==> config.mk <==
export PLATFORM = sky130hd
export DESIGN_NAME = mux_demux_pipe_n
export DESIGN_NICKNAME = d
export VERILOG_FILES = /design/src/rtl/mux_demux_pipe_n.sv
export SDC_FILE = /design/constraint.sdc
export NUM_CORES = 1
export LEC_CHECK = 0
export ABC_AREA = 1
export BUFFER_PORTS_ARGS = -buffer_cell sky130_fd_sc_hd__buf_2
export CAP_MARGIN = 20
export CORE_UTILIZATION = 43
export DETAILED_ROUTE_END_ITERATION = 12
export PLACE_DENSITY = 0.81
export SYNTH_ARGS = -nofsm -noshare
export SYNTH_HDL_FRONTEND = slang
export SYNTH_SLANG_ARGS = --single-unit
==> constraint.sdc <==
create_clock -name clk -period 2.3 [get_ports clk]
set_input_delay 0.46 -clock clk [delete_from_list [all_inputs] [get_ports clk]]
set_output_delay 0.46 -clock clk [all_outputs]
set_load 0.05 [all_outputs]
==> src/rtl/mux_demux_pipe_n.sv <==
// Registered N-channel mux->demux: routes the selected input channel through a 2-entry tagged FIFO
// to the same-index output channel. Define MUX_DEMUX_RR_EN to replace sel with a round-robin arbiter.
module mux_demux_pipe_n #(
  parameter int WIDTH    = 16,
  parameter int CHANNELS = 4,
  localparam int SELW    = $clog2(CHANNELS)
) (
  input  logic                               clk,
  input  logic                               rst,
  input  logic [CHANNELS-1:0][WIDTH-1:0]     inp,
  input  logic [CHANNELS-1:0]                in_valid,
  output logic [CHANNELS-1:0]                in_ready,
  input  logic [SELW-1:0]                    sel,
  output logic [CHANNELS-1:0][WIDTH-1:0]     outp,
  output logic [CHANNELS-1:0]                out_valid,
  input  logic [CHANNELS-1:0]                out_ready,
  output logic [1:0]                         count
);

  logic [1:0][WIDTH-1:0] buf_data;
  logic [1:0][SELW-1:0]  buf_tag;
  logic                  wptr, rptr;
  logic [SELW-1:0]       src;
  logic                  src_ok;
  logic                  full, push, pop;
  logic [SELW-1:0]       head_tag;

  assign full = (count == 2'd2);

`ifdef MUX_DEMUX_RR_EN
  logic [SELW-1:0] last_grant;
  int              idx;

  // Search starts just past the last granted channel so every requester gets a turn.
  always_comb begin
    src    = '0;
    src_ok = 1'b0;
    idx    = 0;
    for (int k = 0; k < CHANNELS; k++) begin
      idx = (int'(last_grant) + 1 + k) % CHANNELS;
      if (!src_ok && in_valid[idx]) begin
        src    = SELW'(idx);
        src_ok = 1'b1;
      end
    end
  end

  always_ff @(posedge clk or posedge rst) begin
    if (rst)       last_grant <= SELW'(CHANNELS - 1);
    else if (push) last_grant <= src;
  end
`else
  // Out-of-range sel (non-power-of-two CHANNELS) selects nothing.
  always_comb begin
    src    = sel;
    src_ok = ({1'b0, sel} < (SELW+1)'(CHANNELS));
  end
`endif

  // Ready depends only on registered occupancy and the source choice, never on out_ready.
  always_comb begin
    in_ready = '0;
    if (src_ok && !full) in_ready[src] = 1'b1;
  end

  assign push = src_ok && !full && in_valid[src];

  assign head_tag = buf_tag[rptr];

  always_comb begin
    out_valid = '0;
    outp      = '0;
    if (count != 2'd0) begin
      out_valid[head_tag] = 1'b1;
      outp[head_tag]      = buf_data[rptr];
    end
  end

  assign pop = (count != 2'd0) && out_ready[head_tag];

  always_ff @(posedge clk or posedge rst) begin
    if (rst) begin
      count <= 2'd0;
      wptr  <= 1'b0;
      rptr  <= 1'b0;
    end else begin
      if (push) wptr <= ~wptr;
      if (pop)  rptr <= ~rptr;
      case ({push, pop})
        2'b10:   count <= count + 2'd1;
        2'b01:   count <= count - 2'd1;
        default: count <= count;
      endcase
    end
  end

  // Payload storage needs no reset: occupancy gates every read.
  always_ff @(posedge clk) begin
    if (push) begin
      buf_data[wptr] <= inp[src];
      buf_tag[wptr]  <= src;
    end
  end

endmodule

==> results.md <==
* Crit-path cells: inv_2 -> nand2_1 -> nand2_4 -> nor2_2 -> nand2_4 -> nor2_1 -> clkbuf_4
* Antenna viol nets, final at 0
* Fin area at roughly 3500 sq um
* Share of cells above drive strength 1 at roughly 50%
* Crit path launch type: flop
* Most frequent CP cell: nand2_4
* Ys Warns at 0
* Initial antenna violation count at 0
* Starting density of the core at a little under half
* # diodes at 0
* Post-synth cell types at 25
* Yosys reg bits at 40
* Setup WS pre-CTS at 0.217 ns
* Cells after Synth at 270
* Worst-path clk slew at ~0.07 ns
* Crit path required time at about 1.8 ns
* Post-synth top area cell: edfxtp_1
* Routed wire per std cell at around 13 um
* Vias per inst at 5.00
* Number of global-route vias before repair at approximately 2100
* Status: completed
* Yosys top cell area share at a little under half
* Leak pwr at around 1.7 nW
* Die width at about 77 um
* DR iter-0 viols at 96
* Vias at approximately 2500
* Worst stage delay on the critical path at 0.43 ns
* Final Net Count at 500
* Hold Path Class: input port to async pin
* GR Util All Layers at between 20% and 30%
* Period utilization at between 90 and 100%
* IO buf count at roughly 150
* CP Class: flop to output pin
* CTS tree: yes
* Overall power at 5.30 mW
* Core area at ~5200 sq um
* Gpl congestion at approximately 0.83
* Maxcap violations at 0
* Postcts setup bufs at 0
* Synthesized Nets at 347
* CTS Buffer Depth at 2
* Avg Cell Area, Syn at a little under 9 sq um
* CP bufs+invs at 2
* Final hold violations at 0
* Worst Tran Pin Value at 0.463 ns
* Die area at 5880 sq um
* Most frequent cells in the layout: buf_2 (100), nand3_1 (55), nor2_1 (52), clkbuf_4 (39), edfxtp_1 (36)
* Cell area after synthesis at about 2400 sq um
* RSZ-0062 raised after global routing: yes
* DIE HEIGHT at approximately 77 um
* Clock Skew at roughly 0.0062 ns
* Final setup vio count at 0
* First-pass DRT Iterations at 4
* Clock root buffer: clkbuf_8
* Inserted Clock Buffers at 5
* Layout Utilization at 67.8%
* FMAX at ~440 MHz
* Rows at 26
* # clock sinks at 40
* Top delay family on crit path: simple AND/OR/NAND/NOR gates
* Final min period at approximately 2.3 ns
* Post-DP HPWL at around 4900 um
* Num ports at 150
* CP max FO at 9
* H-tree depth at 2
* Maximum vdd drop at 1.04 mV
* CTS Hold Bufs at 0
* Sequential fraction of the synthesis area at 49.2%
* Area grow syn2layout at 47.9%
* Remaining DRCs at 0
* Placed inst area at between 3000 and 4000 sq um
* Commonest non-fill, non-tap cell in the layout: buf_2
* Slowest-stage cell, CP: dfrtp_2
* Pins Over Slew Limit at 0
* Worst-skew pair later-pin latency at 0.28 ns
* First-pass GRT wire length at between 9000 and 10000 um
* Ranking of synthesized cells by area: edfxtp_1 (45%), nand3_1 (11%), nor2_1 (11%)
* CP Capture Type: output pin
* Largest net degree at the start of global routing at 21
* Post-Route WL at 6510 um
* Power Dens Cells at 1490 nW/um^2
* Final WS setup at between 0.04 and 0.05 ns
* Grt total ovfl at 0
* Max-slew headroom at 68.2%
* Crit path arrival time at ~1.8 ns
## state kept, by name, indices dropped and copies added (netlist names)
register and count:
buf_data 32, buf_tag 4, count 2, rptr 1, wptr 1
## timing repair
| item | in CTS | in global routing |
|---|---|---|
| pin swaps | 0 | 1 |
| cloned | 0 | 2 |
| gates resized for setup | 4 | 66 |
| setup endpoints to repair | 32 | 56 |
## logic make-up (layout without fill, tap and decap cells)
kind of cell	after synthesis	in the layout	synth area share, %
XOR/XNOR	2	2	0.730
multiplexers	16	16	6.67
AND/OR/NAND/NOR	160	162	30.5
AO/OA/AOI/OAI	19	19	5.63
adder cells (fa/ha/maj)	1	1	0.521
buffers and inverters	32	184	6.73
flip-flops	40	40	49.2
## stage by stage
| step | instances | hold WS (ns) | setup TNS (ns) |
|---|---|---|---|
| 2_1_floorplan | 270 | 0.226 | -0.201 |
| 3_3_place_gp | 484 | 0.349 | 0 |
| 3_5_place_dp | 484 | 0.360 | 0 |
| 4_1_cts | 492 | 0.0554 | 0 |
| 5_1_grt | 494 | 0.0668 | -0.312 |
| 6_report | 494 | 0.0529 | 0 |
## synth_stat cells, drive strengths merged
cell type and instances:
nor3 2, mux2i 16, xor2 1, inv 16
dfrtp 4, o21ai 1, nor2 77, clkbuf 3
nand4 1, ha 1, a22oi 16, nand2 25
edfxtp 36, buf 13, a21oi 2, nand3 55
xnor2 1
## where the power goes
group	internal [mW]	total, mW	leakage (nW)	switching (mW)
Sequential	1.00	1.08	0.380	0.0764
Clock	0.316	0.532	0.0532	0.216
Combinational	0.939	3.69	1.31	2.75
Total	2.26	5.30	1.74	3.04
## metal layers
layer | up-vias | GRT usage, % | routed length (um)
met4 | 0 | 4.81 | 57
li1 | 1234 | - | -
met1 | 1110 | 28.9 | 2820
met5 | - | 0 | 0
met3 | 6 | 2.38 | 427
met2 | 122 | 35.7 | 3210
## final cells by class
| class | count | area (sq um) |
|---|---|---|
| Clock buffer | 5 | 68.8 |
| Clock inverter | 3 | 37.5 |
| Fill cell | 413 | 1690 |
| Inverter | 16 | 60.1 |
| Multi-Input combinational cell | 200 | 1160 |
| Sequential cell | 40 | 1180 |
| Tap cell | 70 | 87.6 |
| Timing Repair Buffer | 160 | 955 |
## worst reg2reg max path: stages, from the launching register on
cell and delay (ns):
dfrtp_2 0.45, inv_2 0.09, nand2_1 0.06, nand2_2 0.12, inv_2 0.09, nand2_1 0.07
nand2_1 0.06, nand2_1 0.08, inv_1 0.05, ha_1 0.29, a21oi_1 0.12, o21ai_0 0.11
xor2_1 0.15
## path summary, 6_finish.rpt
| kind | startpoint | endpoint | slack [ns] | cells past startpoint |
|---|---|---|---|---|
| min in group clk | inp[19] | buf_data[3] | 0.50 | 3 |
| max reg2reg | rptr | count[1] | 0.44 | 12 |
| min | rst | count[0] | 0.05 | 2 |
| max in group asynchronous | rst | rptr | 2.06 | 2 |
| min reg2reg | wptr | wptr | 0.55 | 2 |
| max | rptr | outp[17] | 0.05 | 7 |
Note: power is estimated with default switching activity, not from simulation.
